[config.mk]
export PLATFORM = sky130hd
export DESIGN_NAME = uart_transmitter
export DESIGN_NICKNAME = d
export VERILOG_FILES = /design/src/rtl/uart_pkg.sv /design/src/rtl/uart_baud_tick.sv /design/src/rtl/uart_transmitter.sv
export SDC_FILE = /design/constraint.sdc
export NUM_CORES = 1
export LEC_CHECK = 0
export BUFFER_PORTS_ARGS = -buffer_cell sky130_fd_sc_hd__buf_2
export CORE_UTILIZATION = 55
export CTS_CLUSTER_DIAMETER = 150
export DETAILED_ROUTE_END_ITERATION = 10
export PLACE_DENSITY = 0.72
export SYNTH_ARGS = -nofsm -noshare
export SYNTH_HDL_FRONTEND = slang
export SYNTH_SLANG_ARGS = --single-unit
[constraint.sdc]
create_clock -name clk -period 2.2 [get_ports clk]
set_input_delay 0.11 -clock clk [delete_from_list [all_inputs] [get_ports clk]]
set_output_delay 0.11 -clock clk [all_outputs]
set_load 0.01 [all_outputs]
[src/rtl/uart_pkg.sv]
// Constants and types shared by the UART transmit and receive paths.
package uart_pkg;

   typedef enum logic [2:0] {
      ST_IDLE   = 3'd0,
      ST_START  = 3'd1,
      ST_DATA   = 3'd2,
      ST_PARITY = 3'd3,
      ST_STOP   = 3'd4
   } uart_state_e;

   localparam int   UART_DATA_BITS  = 7;
   localparam int   UART_FRAME_BITS = 10;
   localparam logic UART_IDLE_LEVEL = 1'b1;

   // Even parity when odd == 0; odd parity when odd == 1.
   function automatic logic calc_parity(input logic [UART_DATA_BITS-1:0] d,
                                        input logic                      odd);
      return (^d) ^ odd;
   endfunction

endpackage

[src/rtl/uart_baud_tick.sv]
// Bit-period counter: counts 0..CLKS_PER_BIT-1 while not cleared and flags the
// last cycle of each bit with a one-cycle tick.
module uart_baud_tick #(
   parameter int CLKS_PER_BIT = 5208
) (
   input  logic clk,
   input  logic reset,
   input  logic clear,
   output logic tick
);

   localparam int                CNT_W = (CLKS_PER_BIT > 1) ? $clog2(CLKS_PER_BIT) : 1;
   localparam logic [CNT_W-1:0] LAST  = CNT_W'(CLKS_PER_BIT - 1);

   logic [CNT_W-1:0] cnt_q;
   logic [CNT_W-1:0] cnt_d;

   always_comb begin
      cnt_d = cnt_q;
      if (clear || (cnt_q == LAST)) begin
         cnt_d = '0;
      end else begin
         cnt_d = cnt_q + CNT_W'(1);
      end
   end

   always_ff @(posedge clk) begin
      if (reset) begin
         cnt_q <= '0;
      end else begin
         cnt_q <= cnt_d;
      end
   end

   assign tick = !clear && (cnt_q == LAST);

endmodule

[src/rtl/uart_transmitter.sv]
// UART transmitter: start bit, 7 data bits LSB first, parity, stop bit.
// All outputs are registered; state is exposed on state_dbg for checkers.
module uart_transmitter
   import uart_pkg::*;
#(
   parameter int CLKS_PER_BIT = 5208,
   parameter bit PARITY_ODD   = 1'b0
) (
   input  logic       clk,
   input  logic       reset,
   input  logic       start,
   input  logic [6:0] data_in,
   output logic       tx,
   output logic       busy,
   output logic       done,
   output logic [2:0] state_dbg
);

   uart_state_e                 state_q, state_d;
   logic [UART_DATA_BITS-1:0]   shift_q, shift_d;
   logic                        parity_q, parity_d;
   logic [2:0]                  bit_cnt_q, bit_cnt_d;
   logic                        tx_q, tx_d;
   logic                        busy_q, busy_d;
   logic                        done_q, done_d;
   logic                        bit_end;

   // The counter is held cleared in IDLE, so it starts at 0 on the acceptance edge.
   uart_baud_tick #(
      .CLKS_PER_BIT(CLKS_PER_BIT)
   ) u_baud_tick (
      .clk  (clk),
      .reset(reset),
      .clear(state_q == ST_IDLE),
      .tick (bit_end)
   );

   always_comb begin
      state_d   = state_q;
      shift_d   = shift_q;
      parity_d  = parity_q;
      bit_cnt_d = bit_cnt_q;
      tx_d      = tx_q;
      busy_d    = busy_q;
      done_d    = 1'b0;
      case (state_q)
         ST_IDLE: begin
            tx_d   = UART_IDLE_LEVEL;
            busy_d = 1'b0;
            if (start) begin
               shift_d   = data_in;
               parity_d  = calc_parity(data_in, PARITY_ODD);
               bit_cnt_d = 3'd0;
               state_d   = ST_START;
               tx_d      = 1'b0;
               busy_d    = 1'b1;
            end
         end
         ST_START: begin
            if (bit_end) begin
               state_d = ST_DATA;
               tx_d    = shift_q[0];
            end
         end
         ST_DATA: begin
            if (bit_end) begin
               shift_d   = shift_q >> 1;
               bit_cnt_d = bit_cnt_q + 3'd1;
               if (bit_cnt_q == 3'(UART_DATA_BITS - 1)) begin
                  state_d = ST_PARITY;
                  tx_d    = parity_q;
               end else begin
                  tx_d = shift_q[1];
               end
            end
         end
         ST_PARITY: begin
            if (bit_end) begin
               state_d = ST_STOP;
               tx_d    = 1'b1;
            end
         end
         ST_STOP: begin
            if (bit_end) begin
               state_d = ST_IDLE;
               tx_d    = UART_IDLE_LEVEL;
               busy_d  = 1'b0;
               done_d  = 1'b1;
            end
         end
         default: begin
            state_d = ST_IDLE;
            tx_d    = UART_IDLE_LEVEL;
            busy_d  = 1'b0;
         end
      endcase
   end

   always_ff @(posedge clk) begin
      if (reset) begin
         state_q   <= ST_IDLE;
         shift_q   <= '0;
         parity_q  <= 1'b0;
         bit_cnt_q <= 3'd0;
         tx_q      <= UART_IDLE_LEVEL;
         busy_q    <= 1'b0;
         done_q    <= 1'b0;
      end else begin
         state_q   <= state_d;
         shift_q   <= shift_d;
         parity_q  <= parity_d;
         bit_cnt_q <= bit_cnt_d;
         tx_q      <= tx_d;
         busy_q    <= busy_d;
         done_q    <= done_d;
      end
   end

   assign tx        = tx_q;
   assign busy      = busy_q;
   assign done      = done_q;
   assign state_dbg = state_q;

endmodule
==> run metrics <==
status finished, final reports clean; Slew headroom 0.709; Die Area 2980 µm²; VDD IR-drop max 0.653 mV; worst hold path type in2reg; die extent in y 54.6 µm; fillcell total 220; initial antenna violation count 0; setup bufs post-CTS 0; Synthesis Warnings 0; most numerous cell in the Yosys netlist dfxtp_1; core area 2540 µm²; Final HPWL DP 2060 µm; Clock transition at path regs roughly 0.090 ns; CP endpoint kind register; Avg Cell Area, Syn between 9 and 10 µm²; clock network power share 0.391; largest net degree at the start of global routing 16; Avg WL per Cell 13.3 µm; Final Setup Violations 0; Buffers on Ports 15; H-tree depth 2; Worst Path Required ~2.5 ns; Critical R2R Launch u_baud_tick.cnt_q[0]$_SDFF_PP0_; routed wire length between 2000 and 3000 µm; Hold Vio Cnt, Final 0; Unique masters post-synth 43; crit path cell chain ha_1 -> and4bb_4 -> and3_2 -> or3_1 -> nor2_1; Max Clk Rate 555 MHz; total global-route track usage 0.237; Gate power share 0.084; Fin Setup TNS 0 ns; CTS Sinks 30; initial drt markers 31; CTS Buf Count 5; proportion of layout cells with a drive suffix above 1 0.195; leading area contributor after synthesis dfxtp_1; # rows 18; hold wc startpoint data_in[3]; DRC viols 0; ant diodes 0; TritonRoute pass-1 iters 4; Yosys top cell area share 0.394; Initial Util 0.598; hold_ws ~0.05 ns; Tcrit/Tclk final 0.819; fin. max-slew vios 0; arrival time at the worst endpoint 2.07 ns; RSZ-0062 raised after global routing false; Clock Path Buffers 2; sequential share of the synthesized area 0.394; Worst Skew ~0.0086 ns; post-cts sizing count 0; Post-Synthesis Cells approximately 170; Crit-path slowest cell or3_1; Skew-Pair Late Insertion Delay 0.33 ns; Pint 0.845 mW; Worst setup SP type register; switching share of total power 0.225; grt total ovfl 0; Post-synth top cells dfxtp_1, nor2_1, nand2_1; P_sw 0.245 mW; RePlAce Congestion 0.776; Synth Flop Type dfxtp_1; # IOs 16; area delta synth->final 9.61%; via count 1242; CTS Hold Bufs 0; max-cap violation count 0; placed instance area ~1600 µm²; leading post-synthesis cells by cell area dfxtp_1, nor2_1, xnor2_1; actual slew at the worst max-slew pin approximately 0.43 ns; cell family with most CP delay simple AND/OR/NAND/NOR gates; CP Buf/Inv Count 0; crit path max fanout 13; synthesized cell area 1520 µm²; Post-synth EDFFs 0; Die Wd 54.6 µm; Clock Tree Root clkbuf_4; r2r setup slk 0.40 ns; crit path kind reg2reg; Leak Pwr 0.642 nW; Place WS 0.401 ns; ANT nets after route 0; final instance area about 1700 µm²; Yosys reg bits 30; pwr/cell area 653 nW/µm²; Nets 197; Mapped Nets 182; reg2reg end u_baud_tick.cnt_q[12]$_SDFF_PP0_; hold path cells 3; first-pass GRT wire length around 4800 µm; CTS tree done; reg2reg path depth 5; CP peak stage delay a little over 0.5 ns; Vias/cell 5.78; register share of total power 0.526; asr flop ratio synth 0; setup ws final 0.398 ns; WHS Endpoint shift_q[3]$_SDFFE_PP0P_; Tmin final 1.80 ns; vias in the first global route 1113
==> worst max path at each step <==
stage                                     from                          endpoint  depth (start not counted)
6_report       u_baud_tick.cnt_q[0]$_SDFF_PP0_  u_baud_tick.cnt_q[12]$_SDFF_PP0_                          5
3_3_place_gp   u_baud_tick.cnt_q[0]$_SDFF_PP0_   u_baud_tick.cnt_q[4]$_SDFF_PP0_                          5
3_5_place_dp   u_baud_tick.cnt_q[0]$_SDFF_PP0_  u_baud_tick.cnt_q[12]$_SDFF_PP0_                          5
5_1_grt        u_baud_tick.cnt_q[4]$_SDFF_PP0_           shift_q[4]$_SDFFE_PP0P_                          4
4_1_cts        u_baud_tick.cnt_q[0]$_SDFF_PP0_  u_baud_tick.cnt_q[12]$_SDFF_PP0_                          5
2_1_floorplan  u_baud_tick.cnt_q[0]$_SDFF_PP0_  u_baud_tick.cnt_q[10]$_SDFF_PP0_                          6
==> power by group through the flow <==
stage | Sequential [mW] | Combinational, mW | Clock [mW]
after CTS | 0.573 | 0.0919 | 0.433
after global placement | 0.585 | 0.0893 | 0
final | 0.573 | 0.0912 | 0.426
after floorplan | 0.583 | 0.0698 | 0
after detailed placement | 0.586 | 0.0912 | 0
after global routing | 0.576 | 0.102 | 0.465
==> per-layer routing <==
metal | GRT usage | vias up | routed length, µm
met2 | 0.353 | 28 | 1300
li1 | - | 627 | -
met1 | 0.294 | 582 | 1370
met5 | 0 | - | 0
met3 | 0.0972 | 5 | 136
met4 | 0.107 | 0 | 40
==> final cells by class <==
| class | instances | area [µm²] | share of cell area |
|---|---|---|---|
| repair buffers | 16 | 82.6 | 0.0495 |
| inverters | 5 | 18.8 | 0.0112 |
| clock inverters | 1 | 30.0 | 0.0180 |
| flip-flops and latches | 30 | 601 | 0.360 |
| well taps | 30 | 37.5 | 0.0225 |
| clock buffers | 7 | 45.0 | 0.0270 |
| multi-input cells | 126 | 855 | 0.512 |
==> worst reg2reg max path, delay by kind of cell (launching register included) <==
family	cells	cell delay (ns)
adders and majority gates	1	0.26
DFF	1	0.33
and+or+nand+nor	4	1.15
==> placed cells by master (no fill, tap or decap), drive strengths merged, types with 6 or more instances in the layout <==
cell	instances
clkbuf	7
dfxtp	30
buf	16
nand4	6
xnor2	10
nand3	8
nor2	27
xor2	8
nand2	17
a311oi	6
==> cells by family (layout without fill, tap and decap cells) <==
kind of cell	Yosys count	after routing	share of synthesized area
simple gates	80	80	0.295
flops	30	30	0.394
compound gates	22	22	0.118
xor+xnor	18	18	0.104
buf+inv	13	29	0.0444
fa+ha+maj	3	3	0.0247
mux	3	3	0.0205
==> per-stage QoR <==
step            util  cells  total power [mW]
2_1_floorplan      -    169             0.653
3_3_place_gp   0.626    207             0.674
3_5_place_dp   0.626    207             0.677
4_1_cts        0.656    215              1.10
5_1_grt        0.656    215              1.14
6_report       0.656    215              1.09
==> state kept, by name, summed over array words and instances (netlist names) <==
| signal | flops |
|---|---|
| bit_cnt_q | 3 |
| busy | 1 |
| u_baud_tick.cnt_q | 13 |
| tx | 1 |
| state_dbg | 3 |
| done | 1 |
| parity_q | 1 |
| shift_q | 7 |
Note: power is estimated with default switching activity, not from simulation.
